File: src/rtl/tk_line_fetch.sv
// tk_line_fetch: fetches an aligned 8-word line for the wrapper over a
// single-word memory port, with an outstanding-read limit and finish drain.
module tk_line_fetch #(
  parameter logic [31:0] BASE_OFFSET     = 32'h0000_0000,
  parameter int          MAX_OUTSTANDING = 8
) (
  input  logic        clk,
  input  logic        rst,
  input  logic        start,
  input  logic [31:0] rd_addr,
  input  logic        finish,
  output logic [31:0] data_0,
  output logic [31:0] data_1,
  output logic [31:0] data_2,
  output logic [31:0] data_3,
  output logic [31:0] data_4,
  output logic [31:0] data_5,
  output logic [31:0] data_6,
  output logic [31:0] data_7,
  output logic [1:0]  host_sig,
  output logic        mem_req,
  output logic [31:0] mem_addr,
  input  logic        mem_ready,
  input  logic [31:0] mem_rdata,
  input  logic        mem_rvalid,
  output logic        done,
  output logic [15:0] fetch_count
);

  localparam logic [2:0] S_IDLE  = 3'd0;
  localparam logic [2:0] S_FETCH = 3'd1;
  localparam logic [2:0] S_VALID = 3'd2;
  localparam logic [2:0] S_DRAIN = 3'd3;
  localparam logic [2:0] S_DONE  = 3'd4;

  localparam logic [3:0] MAX_OS = 4'(MAX_OUTSTANDING);

  logic [2:0]  state;
  logic [26:0] tag;
  logic [3:0]  iss;
  logic [3:0]  rsp;
  logic [3:0]  iss_n;
  logic [3:0]  rsp_n;
  logic        acc;
  logic        take;
  logic [31:0] line_q [8];
  logic        unused_lo;

  // Line offset bits never matter: only the tag selects a line.
  assign unused_lo = ^rd_addr[4:0];

  assign mem_req  = (state == S_FETCH) && (iss < 4'd8)
                    && ((iss - rsp) < MAX_OS);
  assign mem_addr = {tag, 5'b0} + {26'b0, iss, 2'b0} + BASE_OFFSET;

  // A beat with nothing outstanding is spurious and dropped.
  assign acc   = mem_req & mem_ready;
  assign take  = mem_rvalid && (rsp != iss)
                 && ((state == S_FETCH) || (state == S_DRAIN));
  assign iss_n = iss + {3'b0, acc};
  assign rsp_n = rsp + {3'b0, take};

  assign data_0 = line_q[0];
  assign data_1 = line_q[1];
  assign data_2 = line_q[2];
  assign data_3 = line_q[3];
  assign data_4 = line_q[4];
  assign data_5 = line_q[5];
  assign data_6 = line_q[6];
  assign data_7 = line_q[7];

  // Line buffer: only beats taken while fetching land; drain beats vanish.
  always_ff @(posedge clk or posedge rst) begin
    if (rst) begin
      for (int k = 0; k < 8; k++) line_q[k] <= '0;
    end else if ((state == S_FETCH) && take) begin
      line_q[rsp[2:0]] <= mem_rdata;
    end
  end

  // Control FSM with issue/response counters and registered outputs.
  always_ff @(posedge clk or posedge rst) begin
    if (rst) begin
      state       <= S_IDLE;
      tag         <= '0;
      iss         <= '0;
      rsp         <= '0;
      host_sig    <= 2'b00;
      done        <= 1'b0;
      fetch_count <= '0;
    end else begin
      iss <= iss_n;
      rsp <= rsp_n;
      unique case (state)
        S_IDLE, S_DONE: begin
          if (start) begin
            state    <= S_FETCH;
            tag      <= rd_addr[31:5];
            iss      <= '0;
            rsp      <= '0;
            host_sig <= 2'b01;
            done     <= 1'b0;
          end
        end
        S_FETCH: begin
          if (finish) begin
            host_sig <= 2'b00;
            if (iss_n == rsp_n) begin
              state <= S_DONE;
              done  <= 1'b1;
            end else begin
              state <= S_DRAIN;
            end
          end else if (rsp_n == 4'd8) begin
            state    <= S_VALID;
            host_sig <= 2'b11;
            if (fetch_count != 16'hFFFF)
              fetch_count <= fetch_count + 16'd1;
          end
        end
        S_VALID: begin
          if (finish) begin
            state    <= S_DONE;
            done     <= 1'b1;
            host_sig <= 2'b00;
          end else if (rd_addr[31:5] != tag) begin
            state    <= S_FETCH;
            tag      <= rd_addr[31:5];
            iss      <= '0;
            rsp      <= '0;
            host_sig <= 2'b01;
          end
        end
        S_DRAIN: begin
          if (iss_n == rsp_n) begin
            state <= S_DONE;
            done  <= 1'b1;
          end
        end
        default: begin
          state    <= S_IDLE;
          host_sig <= 2'b00;
        end
      endcase
    end
  end

endmodule

File: config.mk
export PLATFORM = sky130hd
export DESIGN_NAME = tk_line_fetch
export DESIGN_NICKNAME = d
export VERILOG_FILES = /design/src/rtl/tk_line_fetch.sv
export SDC_FILE = /design/constraint.sdc
export NUM_CORES = 1
export LEC_CHECK = 0
export ABC_AREA = 1
export CAP_MARGIN = 15
export CORE_MARGIN = 2
export CORE_UTILIZATION = 49
export DETAILED_ROUTE_END_ITERATION = 16
export PLACE_DENSITY_LB_ADDON = 0.15
export SETUP_SLACK_MARGIN = 0.5
export SLEW_MARGIN = 10
export SYNTH_ARGS = -nofsm -noshare
export SYNTH_HDL_FRONTEND = slang
export SYNTH_SLANG_ARGS = --single-unit
File: constraint.sdc
create_clock -name clk -period 12.8 [get_ports clk]
set_clock_uncertainty 0.15 [all_clocks]
set_input_delay 2.56 -clock clk [delete_from_list [all_inputs] [get_ports clk]]
set_output_delay 2.56 -clock clk [all_outputs]
set_load 0.01 [all_outputs]
## Yosys cells after proc, flatten, opt, wreduce, memory -nomap -nowiden

Cells that the tools add are included.

| storage, ports and cells | value |
|---|---|
| flip-flop bits (word level) | 313 |
| output and inout bits | 308 |

| cells by class | value |
|---|---|
| add/sub/neg operators | 5 |
| magnitude comparators | 4 |
| eq/ne operators | 17 |
| multiplexer cells | 34 |
| bitwise gates (word level) | 4 |
| reductions and logical operators | 16 |

Operators with widths:

| cell | number |
|---|---|
| 256-bit bitwise mux | 1 |
| 32-bit demux with 3-bit select | 1 |
| 27-bit two-way mux | 3 |
| 27-bit one-hot mux with 2 select lines | 1 |
| 32-bit by 6-bit adder with 32-bit output | 1 |
| 32-bit two-way mux | 1 |
| 27-bit != test | 1 |
| 4-bit two-way mux | 6 |
| 3-bit two-way mux | 7 |
| 4-bit AND reduction | 5 |
| 16-bit by 1-bit adder with 16-bit output, second input constant | 1 |
| 16-bit != test, second input constant | 1 |
| 4-bit one-hot mux with 2 select lines | 2 |
| 3-bit one-hot mux with 4 select lines | 1 |
| 2-bit two-way mux | 5 |
| 2-bit != test, second input constant | 5 |
| 4-bit by 1-bit adder with 4-bit output | 2 |
| 4-bit less-than comparator, second input constant | 2 |
| 2-bit one-hot mux with 4 select lines | 1 |
| 3-bit by 2-bit == test with 1-bit output, second input constant | 2 |
| 1-bit logical AND | 6 |
| 4-bit == test | 1 |
| 4-bit == test, second input constant | 1 |
| 4-bit >= comparator, second input constant | 1 |
| other kinds (18) | 22 |

## Depth between registers and ports, before layout

Gate-level depths: netlist of the first run.

| depth | value |
|---|---|
| depth after elaboration | 9 |
| mapped depth | 21 |

## Worst setup path after synthesis of the first run

OpenSTA, ideal clock, no wires.

| timing | value |
|---|---|
| path kind | input -> register |
| start point | in mem_rvalid |
| end point | reg fetch_count[15] |
| library setup time | 0.129 ns |
| arrival time | 4.416 ns |
| data required time | 12.521 ns |
| path slack | 8.105 ns |
| stages | 14 |
| buffers on the path | 2 |
| cell sequence | o21a_2 buf_8 and2_1 ha_1 ha_1 inv_1 nand2_1 nor2_2 nand2_1 a31oi_1 nand2_4 inv_6 buf_8 o21ai_0 |

| between the ends | value |
|---|---|
| longest elaborated chain between the ends | 5 |

Ends and longest elaborated chain:

| item | line | source |
|---|---|---|
| from (decl) | 25 | `input logic mem_rvalid,` |
| 1-bit logical AND | 58 | `assign take = mem_rvalid && (rsp != iss)` |
| 1-bit logical AND | 59 | `&& ((state == S_FETCH) \|\| (state == S_DRAIN));` |
| 4-bit by 1-bit adder with 4-bit output | 61 | `assign rsp_n = rsp + {3'b0, take};` |
| 4-bit == test | 114 | `end else if (rsp_n == 4'd8) begin` |
| 4-bit AND reduction (no line) | n/a |  |
| to (signal assigned) | 118 | `fetch_count <= fetch_count + 16'd1;` |
| to (decl) | 27 | `output logic [15:0] fetch_count` |

Every way passes these cells.
A chain may end at the register's enable or synchronous reset.

## Worst setup path in the final report of the first run

| timing | value |
|---|---|
| start point | reg iss[3] |
| end point | out mem_addr[29] |

| between the ends | value |
|---|---|
| longest elaborated chain between the ends | 1 |

Ends and longest elaborated chain:

| item | line | source |
|---|---|---|
| from (decl) | 40 | `logic [3:0] iss;` |
| from (signal assigned) | 92 | `iss <= iss_n;` |
| 32-bit by 6-bit adder with 32-bit output | 54 | `assign mem_addr = {tag, 5'b0} + {26'b0, iss, 2'b0} + BASE_OFFSET;` |
| to (decl) | 22 | `output logic [31:0] mem_addr,` |

Every way passes these cells.

==> impl_results.md, run 1 <==
- Worst path max stage delay: 580 ps
- Crit-path slowest cell: clkdlybuf4s50_1
- Adder-Cell Fraction of Synth Area: 0.911%
- Clock network power share: 29.9%
- P_int: 2.35 mW
- Global-route wire length before repair: 58300 microns
- Critical path data arrival time: 3150 ps
- Worst Setup End Kind: output pin
- Post-route DRC: 0
- Crit Path Max Fanout: 6
- Power per cell area: 188 nW/um^2
- Hold Crit Class: register to register
- Die Area: 29400 sq um
- Synth warn: 0
- Initial Util: 49.5%
- CTS hold repair buffers: 0
- Post-DRT Antenna Nets: 0
- Max Slew Vio Count: 0
- Setup TNS: 0 ps
- Port-buffer cells: 370
- Initial antenna violation count: 1
- Layout Cells excl Fill: 2197
- Maximum VDD drop: 0.000115 V
- Count of state elements after synthesis: 313
- Row count: 61
- Startpoint types: register
- Simple-gate area share of the yosys netlist: 20.4%
- Initial DRC Count: 705
- F_max: 171 MHz
- First-pass detailed-route iteration total: 5
- H-tree depth: 2
- Worst-Skew Late Latency: 510 ps
- Vias in the first global route: 10400
- Wirelength, routed: 37800 microns
- I/O pins: 378
- Largest net degree at the start of global routing: 186
- CTS Buffer Depth: 3
- Setup violators final: 0
- Register area share after synthesis: 57.1%
- Combinational Power Share: 31.5%
- CTS tree: done
- CTS sink cnt: 313
- Nets: 1876
- Area fraction in compound gates after synthesis: 10.6%
- Unrepaired setup endpoints after global routing: no
- XOR/XNOR Fraction of Synth Area: 3.38%
- Most frequent cells in the layout: nand2_1 (445), clkdlybuf4s50_1 (370), dfrtp_1 (313)
- Cells along the critical path: ha_1, ha_1, nand3_2, nor3_4, nand2_2, nor2_4, nand2_1, nor2_1, xor2_1, clkdlybuf4s50_1
- Final period util: 45.8%
- P_leak: 8.47 nW
- Gate Count Post-Synth: 1457
- Grt ovf: 0
- Clock Pin Slew Worst Setup and Hold Paths: 60 ps
- Largest family of logic cells by synthesized area: simple AND/OR/NAND/NOR gates
- Most common cell after layout, fill and taps aside: nand2_1
- Dpl hpwl: 25400 microns
- Outcome: completed
- Post-route cell area: 18500 sq um
- Slew headroom: 36.0%
- Critical Path RT: 10090 ps
- DIE HEIGHT: 171 microns
- Root buf cell: clkbuf_16
- Wire length per cell: 17.2 microns
- Placed Area: 17300 sq um
- Layout area overhead: 34.6%
- Core Area: 27700 sq um
- Post-CTS sizing: 0
- Synth Area per Inst: 9.42 sq um
- Num CTS Buffers: 34
- Die W: 171 microns
- Synth Cell Area: 13700 sq um
- Kind of critical path: register to output pin
- GPL Wtd Cong: 0.875
- Most common cell on crit path: ha_1
- Drt via density: 5.10
- Tightest Pin Transition: 960 ps
- Unique masters post-synth: 41
- Setup bufs post-CTS: 0
- Mux cell area share after synthesis: 0%
- Via count: 11200
- Final Util: 66.7%
- GRT Resource Usage Total: 25.4%
- Max-cap viol count: 0
- P_sw: 1.12 mW
- Placed Instances: 2138
- Tmin final: 5860 ps
- Hold Vio Cnt, Final: 0
- Switching portion of total power: 32.4%
- Sequential power share: 38.6%
- Share of layout cells above drive strength 1: 6.71%
==> routing by layer <==
layer	share of wire [%]	vias up	track usage, %
li1	-	5387	-
met1	43	5390	34.0
met2	47	356	41.2
met3	7.0	74	5.45
met4	3.2	0	8.81
met5	0	-	0
==> final cells by class <==
| cell class | count | area (sq um) |
|---|---|---|
| Fill cell | 2242 | 9230 |
| Sequential cell | 313 | 7830 |
| Multi-Input combinational cell | 977 | 4860 |
| Timing Repair Buffer | 371 | 3720 |
| Clock buffer | 47 | 990 |
| Tap cell | 378 | 473 |
| Inverter | 99 | 389 |
| Clock inverter | 11 | 199 |
| Antenna cell | 1 | 2.50 |
==> critical path: cells and delay by family, from the launching register on <==
kind	cells	cell delay, ps
buffers and inverters	1	580
flip-flops	1	460
XOR/XNOR	1	210
AND/OR/NAND/NOR	6	880
adder cells (fa/ha/maj)	2	510
==> kinds of logic after synthesis <==
family	Yosys count
fa+ha+maj	10
flops	313
buf+inv	168
xor+xnor	53
compound gates	284
simple gates	628
other cells	1
==> registers in the layout, summed over array words and instances (netlist names), 4 cells and up <==
name	cells
fetch_count	16
data_1	32
rsp	4
tag	27
data_5	32
iss	4
data_0	32
data_3	32
data_6	32
data_4	32
data_2	32
data_7	32
==> power groups by stage <==
stage	logic, mW	clock network (mW)	registers, mW
final	1.09	1.04	1.34
after global routing	1.20	1.09	1.36
after CTS	1.10	1.06	1.34
after detailed placement	1.10	0	1.35
after global placement	1.08	0	1.35
after floorplan	0.560	0	1.38
==> path summary, 6_finish.rpt <==
check,slack (ps),from,endpoint,cells past startpoint
worst max-delay path,6940,iss[3],mem_addr[29],10
worst min register to register,340,data_5[21],data_5[21],2
min in group asynchronous,2460,rst,data_4[24],2
max in group asynchronous,8560,rst,data_7[3],3
worst max register to register,9200,rsp[2],fetch_count[15],16
worst min-delay path,340,data_5[21],data_5[21],2
==> cells in the mapped netlist, drive strengths merged <==
cell / instances / share of area, %
o21a: 1 / 0.064
nor2: 69 / 2.5
nor3: 11 / 0.48
ha: 10 / 0.91
xor2: 30 / 1.9
clkbuf: 2 / 0.055
dfrtp: 313 / 57
o21ai: 274 / 10
and2: 2 / 0.091
xnor2: 23 / 1.5
buf: 67 / 4.7
conb: 1 / 0.027
a21oi: 3 / 0.11
a31oi: 4 / 0.18
nand2: 469 / 13
a21o: 1 / 0.055
nor4: 4 / 0.18
nor3b: 1 / 0.055
o211ai: 1 / 0.055
nand4: 14 / 0.68
nand3: 58 / 3.0
inv: 99 / 2.8
==> through the flow <==
stage / setup WS [ps] / power [mW] / hold WS, ps
detailed placement: 7190 / 2.45 / 327
finish: 6940 / 3.47 / 336
CTS: 6960 / 3.50 / 342
global route: 6750 / 3.66 / 361
floorplan: 1430 / 1.94 / 354
global placement: 7270 / 2.42 / 321
No activity file was read; power rests on OpenSTA's default activity.
==> run 2, diff against run 1 <==
==> constraint.sdc (replaced) <==
create_clock -name clk -period 5.9 [get_ports clk]
set_clock_uncertainty 0.15 [all_clocks]
set_input_delay 1.18 -clock clk [delete_from_list [all_inputs] [get_ports clk]]
set_output_delay 1.18 -clock clk [all_outputs]
set_load 0.01 [all_outputs]
==> run 2 against run 1 <==
Clock power grew 100%. Via count shrank 0.37%. Cell area shrank 0.35%. Sequential share of layout area grew 0.15 points. Critical path depth is the same. Register-to-register slack lost 6900 ps. Non-clock buffer count grew 2. Worst setup slack lost 5400 ps. Critical path type unchanged. Largest cell class unchanged. Largest power group unchanged. Highest routed layer unchanged.
==> impl_results.md, run 2 (synthesized netlist as in run 1, its figures left out) <==
- Max-cap viol count: 0
- Setup crit start: iss[3]
- Maximum VDD drop: 0.000245 V
- Most common cell after layout, fill and taps aside: nand2_1
- Post-route DRC: 0
- Vias in the first global route: 10500
- Crit Path Max Fanout: 6
- Unrepaired setup endpoints after global routing: no
- Final period util: 74.3%
- Nets: 1878
- Core Area: 27700 sq um
- Critical path data arrival time: 3050 ps
- Global-route wire length before repair: 58800 microns
- CTS tree: done
- Hold Crit Class: register to register
- Root buf cell: clkbuf_16
- Tightest Pin Transition: 824 ps
- Tmin final: 4380 ps
- Slew headroom: 45.1%
- Kind of critical path: register to output pin
- Worst min-delay path startpoint: data_0[1]
- Largest net degree at the start of global routing: 148
- Port-buffer cells: 370
- P_leak: 8.43 nW
- GPL Wtd Cong: 0.843
- First-pass detailed-route iteration total: 5
- Layout area overhead: 34.1%
- Setup TNS: 0 ps
- CTS Buffer Depth: 3
- Clock Pin Slew Worst Setup and Hold Paths: 60 ps
- Dpl hpwl: 26100 microns
- Wirelength, routed: 38000 microns
- Placed Area: 17300 sq um
- Share of layout cells above drive strength 1: 6.59%
- Grt ovf: 0
- I/O pins: 378
- Post-DRT Antenna Nets: 0
- Num CTS Buffers: 34
- Die W: 171 microns
- Max Slew Vio Count: 0
- Worst Setup End Kind: output pin
- R2r startpoint: rsp[2]
- H-tree depth: 2
- Post-route cell area: 18400 sq um
- Outcome: completed
- Initial Util: 49.5%
- Power per cell area: 401 nW/um^2
- Initial DRC Count: 821
- GRT Resource Usage Total: 25.7%
- Critical Path RT: 4570 ps
- CTS sink cnt: 313
- Die Area: 29400 sq um
- Worst-Skew Late Latency: 500 ps
- Startpoint types: register
- Row count: 61
- Post-CTS sizing: 0
- Wire length per cell: 17.3 microns
- Setup bufs post-CTS: 0
- Initial antenna violation count: 0
- Diodes inserted: 0
- Most frequent cells in the layout: nand2_1 (445), clkdlybuf4s50_1 (370), dfrtp_1 (313)
- Via count: 11200
- Drt via density: 5.08
- CTS hold repair buffers: 0
- F_max: 228 MHz
- Hold Vio Cnt, Final: 0
- DIE HEIGHT: 171 microns
- Setup violators final: 0
## run 2: cell types whose count changed in the layout (fill, tap and decap cells not counted), sizes merged
cell / previous run / this run
clkinvlp: 0 / 1
bufinv: 5 / 2
inv: 101 / 100
buf: 1 / 3
diode: 1 / 0
clkbuf: 47 / 51
## run 2: final timing paths
check,slack (ps),end,depth (start not counted)
setup / recovery,1520,mem_addr[29],10
hold / removal,340,data_0[1],2
setup reg to reg,2290,fetch_count[2],16
hold reg to reg,340,data_0[1],2
max in group asynchronous,3750,data_0[1],3
min in group asynchronous,1200,data_1[25],3
## run 2: critical path: stages (launching register included)
cell and delay [ps]:
dfrtp_1 450, ha_1 280, ha_1 220, nand3_2 140, nor3_4 200, nand2_2 140
nor2_4 140, nand2_1 90, nor2_1 130, xor2_1 190, clkdlybuf4s50_1 570
## run 2: where the power goes
part           internal (mW)  switching, mW
Sequential              2.55          0.359
Combinational           1.15           1.22
Clock                   1.26          0.846
## run 2: area by class of cell
cell class / instances / area [sq um]
Clock buffer: 51 / 995
Clock inverter: 8 / 109
Fill cell: 2260 / 9300
Inverter: 99 / 385
Multi-Input combinational cell: 977 / 4860
Sequential cell: 313 / 7830
Tap cell: 378 / 473
Timing Repair Buffer: 373 / 3750
## run 2: layer usage
| metal | track usage (%) | routed length [microns] | vias to the layer above |
|---|---|---|---|
| met1 | 33.9 | 15900 | 5356 |
| li1 | - | - | 5398 |
| met4 | 6.71 | 880 | 0 |
| met3 | 5.73 | 2620 | 58 |
| met2 | 43.0 | 18600 | 354 |
| met5 | 0 | 0 | - |
## run 2: metrics by stage
step | total power, mW | std cells | setup WS (ps) | utilization [%] | hold WS (ps)
after detailed placement | 5.32 | 2140 | 1590 | 62.5 | 327
after floorplan | 4.21 | 1458 | 401 | - | 354
after global routing | 7.82 | 2199 | 1310 | 66.4 | 353
final | 7.38 | 2199 | 1520 | 66.4 | 336
after CTS | 7.45 | 2199 | 1460 | 66.4 | 341
after global placement | 5.26 | 2140 | 1720 | 62.5 | 321
==> patch 1: new RTL, config.mk and constraints of run 1 <==
Put one more register stage on the output `fetch_count`, with the module's reset. The value now appears one clock later. The other outputs are not delayed to match.
--- a/src/rtl/tk_line_fetch.sv
+++ b/src/rtl/tk_line_fetch.sv
@@ -34,6 +34,8 @@
   localparam logic [2:0] S_DONE  = 3'd4;
 
   localparam logic [3:0] MAX_OS = 4'(MAX_OUTSTANDING);
+
+  logic [15:0] fetch_count_s0;
 
   logic [2:0]  state;
   logic [26:0] tag;
@@ -87,7 +89,7 @@
       rsp         <= '0;
       host_sig    <= 2'b00;
       done        <= 1'b0;
-      fetch_count <= '0;
+      fetch_count_s0 <= '0;
     end else begin
       iss <= iss_n;
       rsp <= rsp_n;
@@ -114,8 +116,8 @@
           end else if (rsp_n == 4'd8) begin
             state    <= S_VALID;
             host_sig <= 2'b11;
-            if (fetch_count != 16'hFFFF)
-              fetch_count <= fetch_count + 16'd1;
+            if (fetch_count_s0 != 16'hFFFF)
+              fetch_count_s0 <= fetch_count_s0 + 16'd1;
           end
         end
         S_VALID: begin
@@ -145,5 +147,13 @@
     end
   end
 
+  always_ff @(posedge clk or posedge rst) begin
+    if (rst) begin
+      fetch_count <= '0;
+    end else begin
+      fetch_count <= fetch_count_s0;
+    end
+  end
+
 endmodule
 
Check against the original RTL: same outputs for any inputs over 4 cycles, from zero or initial values and one cycle with rst high; that may be too few to reach the edited logic, so the function may still have changed.
==> patch 1 against run 1 <==
Global-route usage increased by 0.42 points; wire length is 3.0% higher; area after synthesis grew 2.4%; cell area grew 1.8%; power shrank 3.8%; register-to-register slack worse by 0.24 ns; sequential cell count grew 16; non-clock buffer count rose by 2; setup slack got worse by 0.089 ns; worst hold slack got worse by 0.080 ns.
==> patch 1: results (changes against run 1) <==
CTS
  • H-Tree Level Count: 2 (unchanged)
  • Inserted Clock Buffers: 36 (+5.9%)

Synth
  • Area contributors post-synth: dfrtp_1 59%, nand2_1 12%, o21ai_1 9.2%, buf_6 4.2%, inv_1 2.5%
  • Yosys warns: 0 (unchanged)
  • Post-synth top cells: 459 x nand2_1, 329 x dfrtp_1, 258 x o21ai_1
  • Seq/Total Area, Yosys: 58.6% (+1.5 points)
  • Unique masters post-synth: 36 (-12%)
  • Post-synthesis instance total: 1,461 (+0.27%)

Finish
  • Antenna Cells: 0 (-1)
  • Final std cells w/o fill: 2,214 (+0.77%)
  • Nets: 1,888 (+0.64%)
  • Layout cells sized above 1: 6.26% (-0.45 points)
  • Filler cells: 2,252 (+0.45%)

Routing
  • Vias/cell: 5.13 (+0.52%)
  • 1st-iter DRT viols: 851 (+21%)
  • Total iterations of the first detailed-routing run: 7 (+2)
  • Post-Route WL: 38.9 mm (+3.0%)

Power
  • LEAKAGE: 8.62 nW (+1.9%)
  • Net Sw Frac: 32.5% (+0.12 points)
  • VDD IR max: 0.128 mV (+11%)

Placed design
  • GPL Wtd Cong: 0.867 (-0.97%)
  • Estimated wirelength of the detail-placed design: 26.6 mm (+5.0%)
  • Post-DP Area: 17,600 sq um (+1.8%)
  • Placed Instances: 2,148 (+0.47%)
  • Place WS: 6.92 ns (-0.267 ns)

Worst setup path
  • Max stage delay on crit path: 0.58 ns (about the same)
  • R2R depth: 17 (+1)
  • Worst R2R Setup Slack: 8.96 ns (-0.24 ns)
  • Worst EP arrival: 3.24 ns (+0.09 ns)
  • R2r endpoint: fetch_count_s0[14]

GRT
  • Largest net degree at the start of global routing: 104 (-44%)
  • Initial antenna violation count: 0 (-1)
  • Number of global-route vias before repair: 11,100 (+6.2%)
  • GRT Util Overall: 25.8% (+0.42 points)
  • First-pass GRT wire length: 61.8 mm (+6.1%)

Timing
  • Worst slew pin tran: 1.03 ns (+0.0685 ns)
  • Hold WS: 0.256 ns (-0.0798 ns)

Status
  • Status: completed

Hold path
  • Critical hold path startpoint: fetch_count_s0[15]
  • Worst min path class: flop to flop
  • Worst Hold Path Cells: 0 (-2)
  • Hold endpoint: fetch_count[15]
## patch 1: changes by cell type after synthesis, sizes merged, moves of 4 or more
| cell | delta |
|---|---|
| dfrtp | +16 |
| nor2 | -10 |
| o21ai | -8 |
| nand3 | +7 |
| nand4 | -5 |
| nor3 | +4 |
## patch 1: power by group through the flow
stage	clock network (mW)	registers (mW)	logic [mW]
2_1_floorplan	0	1.37	0.512
3_3_place_gp	0	1.35	0.936
3_5_place_dp	0	1.35	0.955
4_1_cts	1.06	1.34	0.964
5_1_grt	1.10	1.36	1.05
6_report	1.04	1.34	0.956
## patch 1: how the worst max path moves through the flow
| stage | start | to | slack (ns) | cells after the start |
|---|---|---|---|---|
| 6_report | iss[3] | mem_addr[31] | 6.85 | 10 |
| 5_1_grt | iss[3] | mem_addr[31] | 6.58 | 10 |
| 4_1_cts | iss[3] | mem_addr[31] | 6.80 | 10 |
| 3_5_place_dp | mem_rvalid | fetch_count_s0[14] | 6.92 | 15 |
| 3_3_place_gp | mem_rvalid | fetch_count_s0[14] | 6.95 | 15 |
| 2_1_floorplan | rst | data_0[0] | 0.98 | 1 |
## patch 1: logic make-up after synthesis
| kind of cell | share of synthesized area, % |
|---|---|
| AO/OA/AOI/OAI | 10.1 |
| XOR/XNOR | 3.43 |
| adder cells (fa/ha/maj) | 0.891 |
| buffers and inverters | 7.45 |
| flip-flops | 58.6 |
| other | 0.0267 |
| AND/OR/NAND/NOR | 19.5 |
## patch 1: through the flow
step | utilization (%) | power (mW)
floorplan | - | 1.88
global placement | 62.8 | 2.29
detailed placement | 62.8 | 2.31
CTS | 67.1 | 3.36
global route | 67.1 | 3.52
finish | 67.1 | 3.34
## patch 1: layout make-up
type / count / area [sq um] / share of cell area [%]
Multi-Input combinational cell: 967 / 4770 / 25.4
Sequential cell: 329 / 8230 / 43.8
Inverter: 101 / 387 / 2.06
Timing Repair Buffer: 373 / 3730 / 19.8
Tap cell: 378 / 473 / 2.51
Clock buffer: 50 / 1080 / 5.72
Clock inverter: 16 / 139 / 0.738
## patch 1: routing by layer
layer  global-route usage (%)  vias up  wire length, um
li1                         -     5427                -
met1                     33.6     5434            16100
met2                     43.1      412            18800
met3                     5.02       79             2520
met4                     9.71        0             1510
met5                        0        -                0
==> patch 2: new RTL, flow settings as in run 1 <==
Made on the original files. The parameter `MAX_OUTSTANDING` goes from 8 to 6.
--- a/src/rtl/tk_line_fetch.sv
+++ b/src/rtl/tk_line_fetch.sv
@@ -2,7 +2,7 @@
 // single-word memory port, with an outstanding-read limit and finish drain.
 module tk_line_fetch #(
   parameter logic [31:0] BASE_OFFSET     = 32'h0000_0000,
-  parameter int          MAX_OUTSTANDING = 8
+  parameter int          MAX_OUTSTANDING = 6
 ) (
   input  logic        clk,
   input  logic        rst,
Formal check against the unedited RTL: same outputs for any inputs over 4 cycles, from zero or initial values and one cycle with rst high; that may be too few to reach the edited logic, so the function may still have changed.
==> patch 2 against run 1 <==
Sequential power rose by 3%; wire length increased by 18%; register-to-register slack got worse by 0.52 ns; cell area is 2.8% higher; area after synthesis up 3.3%; first-iteration DRC count rose by 68%; setup slack got worse by 0.21 ns; sequential cell count did not move; power increased by 3.8%; synthesized cell count is 16% higher; largest cell class unchanged.
==> patch 2: results (changes against run 1) <==
Placed design
  • Post-DP Area: 17,900 sq um (+3.4%)
  • Placed Instances: 2,340 (+9.4%)
  • GPL Wtd Cong: 0.890 (+1.7%)
  • Place WS: 6.71 ns (-0.479 ns)

Power
  • VDD IR max: 0.130 mV (+13%)
  • P_int: 2.34 mW (-0.19%)
  • LEAKAGE: 9.51 nW (+12%)
  • PwrDens: 190 nW/um^2 (+1.0%)
  • Power Clock: 0.986 mW (-5%)

Worst setup path
  • RR Startpoint: rsp[0]
  • CP endpoint: mem_addr[31]
  • R2R depth: 11 (-5)
  • Kind of cell adding the most delay to the critical path: simple AND/OR/NAND/NOR gates
  • Worst R2R Setup Slack: 8.68 ns (-0.52 ns)
  • R2r endpoint: data_1[13]
  • Worst EP arrival: 3.36 ns (+0.21 ns)
  • Highest net fanout along the worst path: 5 (-1)

Timing
  • Slew margin rel.: 30.4% (-5.6 points)
  • Hold WS: 0.318 ns (-0.0173 ns)
  • Final Critical Period: 6.07 ns (+0.215 ns)

Synth
  • Multiplexer share of the synthesized area: 0% (unchanged)
  • Post-synth top cells: 702 x nand2_1, 313 x dfrtp_1, 312 x nand3_1
  • Unique masters post-synth: 33 (-20%)
  • Synth Area in XOR/XNOR: 3.65% (+0.26 points)
  • Synth Area in Adders: 1.02% (+0.11 points)
  • Post-Syn Area per Cell: 8.35 sq um (-11%)
  • Area contributors post-synth: dfrtp_1 55%, nand2_1 19%, nand3_1 11%, xnor2_1 2.2%, buf_2 1.6%

Routing
  • Avg WL per Cell: 18.5 um (+7.6%)
  • Vias/cell: 5.29 (+3.8%)
  • 1st-iter DRT viols: 1,184 (+68%)

GRT
  • First-pass GRT wire length: 71.0 mm (+22%)
  • GRT Util Overall: 29.7% (+4.3 points)
  • Number of global-route vias before repair: 12,500 (+20%)
  • M2 GR Usage: 47.4% (+6.2 points)
  • Largest net degree at the start of global routing: 207 (+11%)
  • Met1 usage: 39.0% (+5.0 points)
  • Initial antenna violation count: 0 (-1)
  • M3 GR Usage: 6.80% (+1.3 points)

Hold path
  • Hold endpoint: data_0[9]
  • Critical hold path startpoint: data_0[9]

CTS
  • H-Tree Level Count: 2 (unchanged)
  • Inserted Clock Buffers: 35 (+2.9%)

Finish
  • Final std cells w/o fill: 2,400 (+9.2%)
  • Nets: 2,074 (+11%)
  • Layout cells sized above 1: 4.32% (-2.4 points)

Status
  • Status: completed
[patch 2: per-layer routing]
layer | routed length, um | up-vias
li1 | - | 5980
met3 | 3340 | 115
met4 | 2150 | 0
met2 | 20700 | 516
met1 | 18300 | 6092
met5 | 0 | -
[patch 2: tightest hold or removal path: stages, from the launching register on]
cell	delay, ns
dfrtp_1	0.34
nand2_1	0.05
nand2_1	0.04
[patch 2: logic make-up (layout without fill, tap and decap cells)]
kind of cell             count (synthesis)  in the layout
AO/OA/AOI/OAI                           19             19
XOR/XNOR                                59             59
flip-flops                             313            313
other                                    1              2
AND/OR/NAND/NOR                       1118           1118
buffers and inverters                  176            494
adder cells (fa/ha/maj)                 11             11
[patch 2: cell type report]
| type | instances | area (sq um) |
|---|---|---|
| Clock buffer | 49 | 1010 |
| Clock inverter | 11 | 110 |
| Fill cell | 2380 | 9640 |
| Inverter | 50 | 195 |
| Multi-Input combinational cell | 1209 | 5540 |
| Sequential cell | 313 | 7830 |
| Tap cell | 384 | 480 |
| Timing Repair Buffer | 384 | 3820 |
